===== config.mk =====
export PLATFORM = sky130hd
export DESIGN_NAME = ddr_rx_deserializer
export DESIGN_NICKNAME = d
export VERILOG_FILES = /design/src/rtl/ddr_rx_deserializer_pkg.sv /design/src/rtl/ddr_rx_deserializer_align_cmp.sv /design/src/rtl/ddr_rx_deserializer.sv
export SDC_FILE = /design/constraint.sdc
export NUM_CORES = 1
export LEC_CHECK = 0
export ABC_CLOCK_PERIOD_IN_PS = 2300
export BUFFER_PORTS_ARGS = -buffer_cell sky130_fd_sc_hd__buf_2
export CAP_MARGIN = 10
export CORE_AREA = 2 2 58 60
export CTS_CLUSTER_DIAMETER = 150
export CTS_CLUSTER_SIZE = 25
export DETAILED_ROUTE_END_ITERATION = 7
export DIE_AREA = 0 0 60 62
export PLACE_DENSITY = 0.76
export SYNTH_ARGS = -nofsm -noshare
export SYNTH_HDL_FRONTEND = slang
export SYNTH_SLANG_ARGS = --single-unit

===== constraint.sdc =====
create_clock -name clk -period 2.3 [get_ports clk]
set_clock_uncertainty 0.1 [all_clocks]
set_input_delay 0.46 -clock clk [delete_from_list [all_inputs] [get_ports clk]]
set_output_delay 0.46 -clock clk [all_outputs]
set_load 0.01 [all_outputs]

===== src/rtl/ddr_rx_deserializer_pkg.sv =====
// Shared types and parameter-legality helper for the DDR receive deserializer.
package ddr_rx_deserializer_pkg;

  typedef enum logic [1:0] {
    ST_HUNT   = 2'd0,
    ST_VERIFY = 2'd1,
    ST_LOCKED = 2'd2
  } rx_state_t;

  function automatic bit rx_params_ok(input int width, input int sync_count, input int max_gap);
    return (width % 2 == 0) && (width >= 4) && (width <= 32) &&
           (sync_count >= 1) && (sync_count <= 7) &&
           (max_gap >= 2) && (max_gap <= 255);
  endfunction

endpackage


===== src/rtl/ddr_rx_deserializer_align_cmp.sv =====
// Two-phase sync-word compare over the DDR shift register, plus window select.
// Latency: combinational.
// Backpressure: none.
module ddr_rx_align_cmp
  import ddr_rx_deserializer_pkg::*;
#(
  parameter int               WIDTH     = 8,
  parameter logic [WIDTH-1:0] SYNC_WORD = WIDTH'(8'hA5)
) (
  input  logic [WIDTH:0]   sr,
  input  logic             phase,
  output logic             match0,
  output logic             match1,
  output logic [WIDTH-1:0] window
);

  logic [WIDTH-1:0] win0;
  logic [WIDTH-1:0] win1;

  assign win0   = sr[WIDTH-1:0];
  assign win1   = sr[WIDTH:1];
  assign match0 = (win0 == SYNC_WORD);
  assign match1 = (win1 == SYNC_WORD);
  assign window = phase ? win1 : win0;

endmodule


===== src/rtl/ddr_rx_deserializer.sv =====
// Aligns the two-bit-per-clock DDR input stream to a sync word and emits WIDTH-bit words.
// Latency: word_valid 1 clk after the edge that shifts in the word's last bit.
// Backpressure: none; one word per WIDTH/2 clks while locked, enable low freezes the input.
module ddr_rx_deserializer
  import ddr_rx_deserializer_pkg::*;
#(
  parameter int               WIDTH      = 8,
  parameter logic [WIDTH-1:0] SYNC_WORD  = WIDTH'(8'hA5),
  parameter int               SYNC_COUNT = 2,
  parameter int               MAX_GAP    = 64
) (
  input  logic             clk,
  input  logic             resetn,
  input  logic             enable,
  input  logic             din_0,
  input  logic             din_1,
  output logic             io_clk_en,
  output logic [WIDTH-1:0] word_data,
  output logic             word_valid,
  output logic             word_is_sync,
  output logic             locked,
  output logic             lock_lost
);

  localparam int HALF = WIDTH / 2;
  localparam int SW   = $clog2(HALF);
  localparam int CW   = $clog2(SYNC_COUNT + 1);
  localparam int GW   = $clog2(MAX_GAP + 1);

  localparam logic [SW-1:0] SLOT_LAST = SW'(HALF - 1);
  localparam logic [CW-1:0] CNT_LOCK  = CW'(SYNC_COUNT);
  localparam logic [GW-1:0] GAP_LIMIT = GW'(MAX_GAP);

  if (!rx_params_ok(WIDTH, SYNC_COUNT, MAX_GAP)) begin : g_bad_params
    $error("ddr_rx_deserializer: illegal parameter set");
  end

  rx_state_t        state;
  rx_state_t        state_nxt;
  logic [WIDTH:0]   sr;
  logic             phase;
  logic [SW-1:0]    slot;
  logic [CW-1:0]    sync_cnt;
  logic [GW-1:0]    gap;
  logic             lost_pend;

  logic             match0;
  logic             match1;
  logic [WIDTH-1:0] window;
  logic             sel_match;
  logic             boundary;
  logic [CW-1:0]    cnt_inc;
  logic [GW-1:0]    gap_inc;
  logic             hunt_hit;
  logic             verify_ok;
  logic             emit;
  logic             timeout;

  ddr_rx_align_cmp #(
    .WIDTH     (WIDTH),
    .SYNC_WORD (SYNC_WORD)
  ) u_align_cmp (
    .sr     (sr),
    .phase  (phase),
    .match0 (match0),
    .match1 (match1),
    .window (window)
  );

  assign sel_match = phase ? match1 : match0;
  assign boundary  = (slot == SLOT_LAST);
  assign cnt_inc   = sync_cnt + 1'b1;
  assign gap_inc   = gap + 1'b1;
  assign locked    = (state == ST_LOCKED);

  always_ff @(posedge clk or negedge resetn) begin
    if (!resetn) state <= ST_HUNT;
    else         state <= state_nxt;
  end

  always_comb begin
    state_nxt = state;
    hunt_hit  = 1'b0;
    verify_ok = 1'b0;
    emit      = 1'b0;
    timeout   = 1'b0;
    if (!enable) begin
      state_nxt = ST_HUNT;
    end else begin
      case (state)
        ST_HUNT: begin
          if (match0 || match1) begin
            hunt_hit  = 1'b1;
            state_nxt = (SYNC_COUNT == 1) ? ST_LOCKED : ST_VERIFY;
          end
        end
        ST_VERIFY: begin
          if (boundary) begin
            if (sel_match) begin
              verify_ok = 1'b1;
              if (cnt_inc == CNT_LOCK) state_nxt = ST_LOCKED;
            end else begin
              state_nxt = ST_HUNT;
            end
          end
        end
        ST_LOCKED: begin
          if (boundary) begin
            emit = 1'b1;
            // The timed-out word is still delivered; lock drops right behind it.
            if (!sel_match && (gap_inc == GAP_LIMIT)) begin
              timeout   = 1'b1;
              state_nxt = ST_HUNT;
            end
          end
        end
        default: state_nxt = ST_HUNT;
      endcase
    end
  end

  always_ff @(posedge clk or negedge resetn) begin
    if (!resetn) begin
      sr           <= '0;
      phase        <= 1'b0;
      slot         <= '0;
      sync_cnt     <= '0;
      gap          <= '0;
      lost_pend    <= 1'b0;
      io_clk_en    <= 1'b0;
      word_data    <= '0;
      word_valid   <= 1'b0;
      word_is_sync <= 1'b0;
      lock_lost    <= 1'b0;
    end else begin
      io_clk_en    <= enable;
      word_valid   <= 1'b0;
      word_is_sync <= 1'b0;
      lost_pend    <= 1'b0;
      lock_lost    <= lost_pend & enable;
      if (enable) begin
        sr   <= {sr[WIDTH-2:0], din_0, din_1};
        slot <= boundary ? '0 : slot + 1'b1;
        if (hunt_hit) begin
          phase    <= !match0;
          slot     <= '0;
          sync_cnt <= CW'(1);
          gap      <= '0;
        end
        if (verify_ok) begin
          sync_cnt <= cnt_inc;
          gap      <= '0;
        end
        if (emit) begin
          word_data    <= window;
          word_valid   <= 1'b1;
          word_is_sync <= sel_match;
          gap          <= sel_match ? '0 : gap_inc;
          lost_pend    <= timeout;
        end
      end
    end
  end

endmodule


==> key figures <==
Floorplan
  – Chip Width: 60 µm
  – Starting Density: between 50 and 60%
  – Number of I/O pins: 18
  – Core area: between 3000 and 4000 µm²
  – Row cnt: 21
  – Die area: between 3000 and 4000 µm²
  – Chip height: ~62 µm

Critical path
  – Endpoint class of the critical path: flip-flop
  – CP Class: reg2reg
  – Startpoint Class: flip-flop
  – Crit path cell chain: nor4b_1, nand3_1, and2_4, o211a_4, a211o_1
  – WP data arrival: 2.17 ns
  – Largest stage delay, worst path: between 0.4 and 0.5 ns
  – Worst-path fanout max: 7
  – Slowest stage cell, crit path: dfrtp_1
  – WP data required: between 2 and 2.5 ns

Power and ir drop
  – Combinational Power Share: 12.9%
  – Register share of total power: around 46%
  – Cell area power density: about 800 nW/µm²
  – Internal power: about 0.0012 W
  – Worst vdd ir: between 0.5 and 0.6 mV
  – Sw Pwr: roughly 0.00038 W
  – Sw Share: between 20% and 30%
  – Clock Power Share: between 40% and 50%
  – Leakage: ~0.9 nW
  – Total power after layout: between 0.0015 and 0.002 W

Clock tree
  – Clk buf depth: 2
  – Post-CTS Setup Bufs: 0
  – Cts repair resizes: 0
  – CTS root buf: clkbuf_4
  – Num CTS Buffers: 5
  – Clock tree from TritonCTS: yes
  – H-Tree Depth: 2
  – CTS clk-pin slew, worst paths: 0.12 ns
  – Post-CTS Hold Buffers: 0
  – Clk_lat worst skew: 0.35 ns
  – Clk sinks: 36

Detailed routing
  – Initial DRC Count: just under 60
  – Via density: 5.43
  – DR pass1 iterations: 4
  – Final ANT Viol Nets: 0
  – Drt drc: 0
  – Vias: between 1,000 and 1,500
  – Final wirelength: between 3000 and 4000 µm
  – Routed len/inst: between 10 and 15 µm
  – Met2 routed WL: between 1000 and 1500 µm
  – Wire length on met1: around 1500 µm
  – Top sig layer: met4
  – Wire length on met3: just over 100 µm

STA
  – Slew margin rel.: slightly below 50%
  – Hold_ws: around 0.077 ns
  – Final setup fails: 0
  – Minimum clock period: 2.03 ns
  – Final Hold Viols: 0
  – Slew Viols, Final: 0
  – Final worst-path cycle share: approximately nine tenths
  – Worst Max-Slew Pin Slew: ~0.77 ns
  – Fmax: between 400 and 500 MHz
  – RSZ-0062 raised after global routing: no
  – Setup TNS: 0 ns

Layout
  – Filler cells: 255
  – P&R area growth vs syn: 15.9%
  – Antenna cell count: 0
  – Nets: between 150 and 200
  – Share of cells above drive strength 1: 22.8%
  – Design area: 1980 µm²

Global routing
  – Initial antenna violation count: 0
  – GRT Total Usage: 19.5%
  – Largest net degree at the start of global routing: 37
  – GR Overflow Total: 0
  – Vias in the first global route: about 1,100
  – First-pass GRT wire length: roughly 5200 µm

Yosys
  – Cell Area, Synth: around 1700 µm²
  – Top FF cell, synth: dfrtp_1
  – Synth top area cells: dfrtp_1 (53%), mux2_2 (6.6%), mux2i_1 (5.8%), o21ai_0 (3.8%), nand2_1 (3.7%)
  – Avg Inst Size Synth: 10.9 µm²
  – Fraction of registers with async set/reset: 100%
  – Post-synth top area cell: dfrtp_1
  – Syn Nets: between 150 and 200
  – Sequential fraction of the synthesis area: a little over half
  – Yosys top cell area share: 52.6%
  – EDFF count, synth: 0
  – Syn Inst Count: about 160
  – Synth cell types: 34
  – Top-count cell post-synth: dfrtp_1
  – Commonest cells post-synth: dfrtp_1 (36), nand2_1 (17), o21ai_0 (13)
  – #FFs+latches synth: 36
  – YS warnings: 0

Min path
  – Hold crit path type: in2async

Flow run
  – Max Cap Viol: 0

Run status
  – Status: completed

Placement
  – Placed Instance Area: roughly 1900 µm²
  – Detailed placement HPWL: around 2200 µm
  – Placer congestion estimate: 0.820
  – Port Buffer Count: 17
[sequential cells by signal, indices dropped and copies added (netlist names)]
register / cells
sr: 9
word_data: 8
gap: 7
slot: 2
state: 2
sync_cnt: 2
io_clk_en: 1
lock_lost: 1
lost_pend: 1
phase: 1
word_is_sync: 1
word_valid: 1
[cells in the final DEF (no fill, tap or decap), drive strengths merged]
| master | n |
|---|---|
| o21ai | 14 |
| and3b | 1 |
| o32ai | 1 |
| a211o | 3 |
| o211a | 1 |
| ha | 4 |
| nand4bb | 2 |
| nand2 | 17 |
| mux2 | 10 |
| nand3 | 8 |
| dfrtp | 36 |
| a21o | 1 |
| mux2i | 10 |
| nor2b | 2 |
| and2 | 4 |
| bufinv | 3 |
| nor3b | 3 |
| inv | 4 |
| o21a | 2 |
| a22o | 1 |
| nor3 | 3 |
| nor4b | 3 |
| o2bb2ai | 1 |
| a21oi | 6 |
| and4b | 1 |
| nand4b | 1 |
| buf | 20 |
| clkbuf | 5 |
| or3 | 2 |
| nand3b | 1 |
| nor2 | 10 |
[layout make-up]
type / count / area [µm²] / share of cell area (%)
Clock buffer: 5 / 37.5 / 1.89
Clock inverter: 3 / 90.1 / 4.54
Inverter: 4 / 15.0 / 0.757
Multi-Input combinational cell: 112 / 776 / 39.1
Sequential cell: 36 / 901 / 45.4
Tap cell: 46 / 57.6 / 2.90
Timing Repair Buffer: 20 / 108 / 5.42
[path summary, 6_finish.rpt]
path	cells after the start	start	to	slack [ns]
setup reg to reg	5	sr[4]	gap[4]	0.27
hold reg to reg	1	lost_pend	lock_lost	0.38
setup / recovery	5	sr[4]	gap[4]	0.27
min in group clk	2	din_1	sr[0]	0.26
hold / removal	1	resetn	word_data[7]	0.08
max in group asynchronous	1	resetn	sync_cnt[1]	1.52
[metal layers]
metal / global-route usage [%] / up-vias
li1: - / 606
met5: 0 / -
met3: 5.59 / 5
met2: 29.7 / 22
met1: 27.3 / 595
met4: 5.71 / 0
[cell families after synthesis]
kind of cell / count (synthesis) / synth area share (%)
mux: 20 / 12.4
compound gates: 30 / 11.2
flops: 36 / 52.6
simple gates: 58 / 18.7
buf+inv: 9 / 2.12
fa+ha+maj: 4 / 2.92
[power groups by stage]
stage	Sequential (W)	Combinational, W	Clock (W)
2_1_floorplan	0.000744	0.000157	0
3_3_place_gp	0.000753	0.000201	0
3_5_place_dp	0.000761	0.000211	0
4_1_cts	0.000748	0.000212	0.000676
5_1_grt	0.000758	0.000247	0.000706
6_report	0.000748	0.000209	0.000666
[through the flow]
stage / setup slack [ns] / instances / util, %
after global routing: 0.126 / 226 / 62.4
after floorplan: 0.389 / 157 / -
after CTS: 0.259 / 226 / 62.4
after detailed placement: 0.267 / 218 / 58.4
after global placement: 0.334 / 218 / 58.4
final: 0.271 / 226 / 62.4
[critical path: cells and delay by family, from the launching register on]
| family | cells | cell delay (ns) |
|---|---|---|
| AOI/OAI and AO/OA | 2 | 0.57 |
| DFF | 1 | 0.45 |
| and+or+nand+nor | 3 | 0.81 |
No activity file was read; power rests on OpenSTA's default activity.
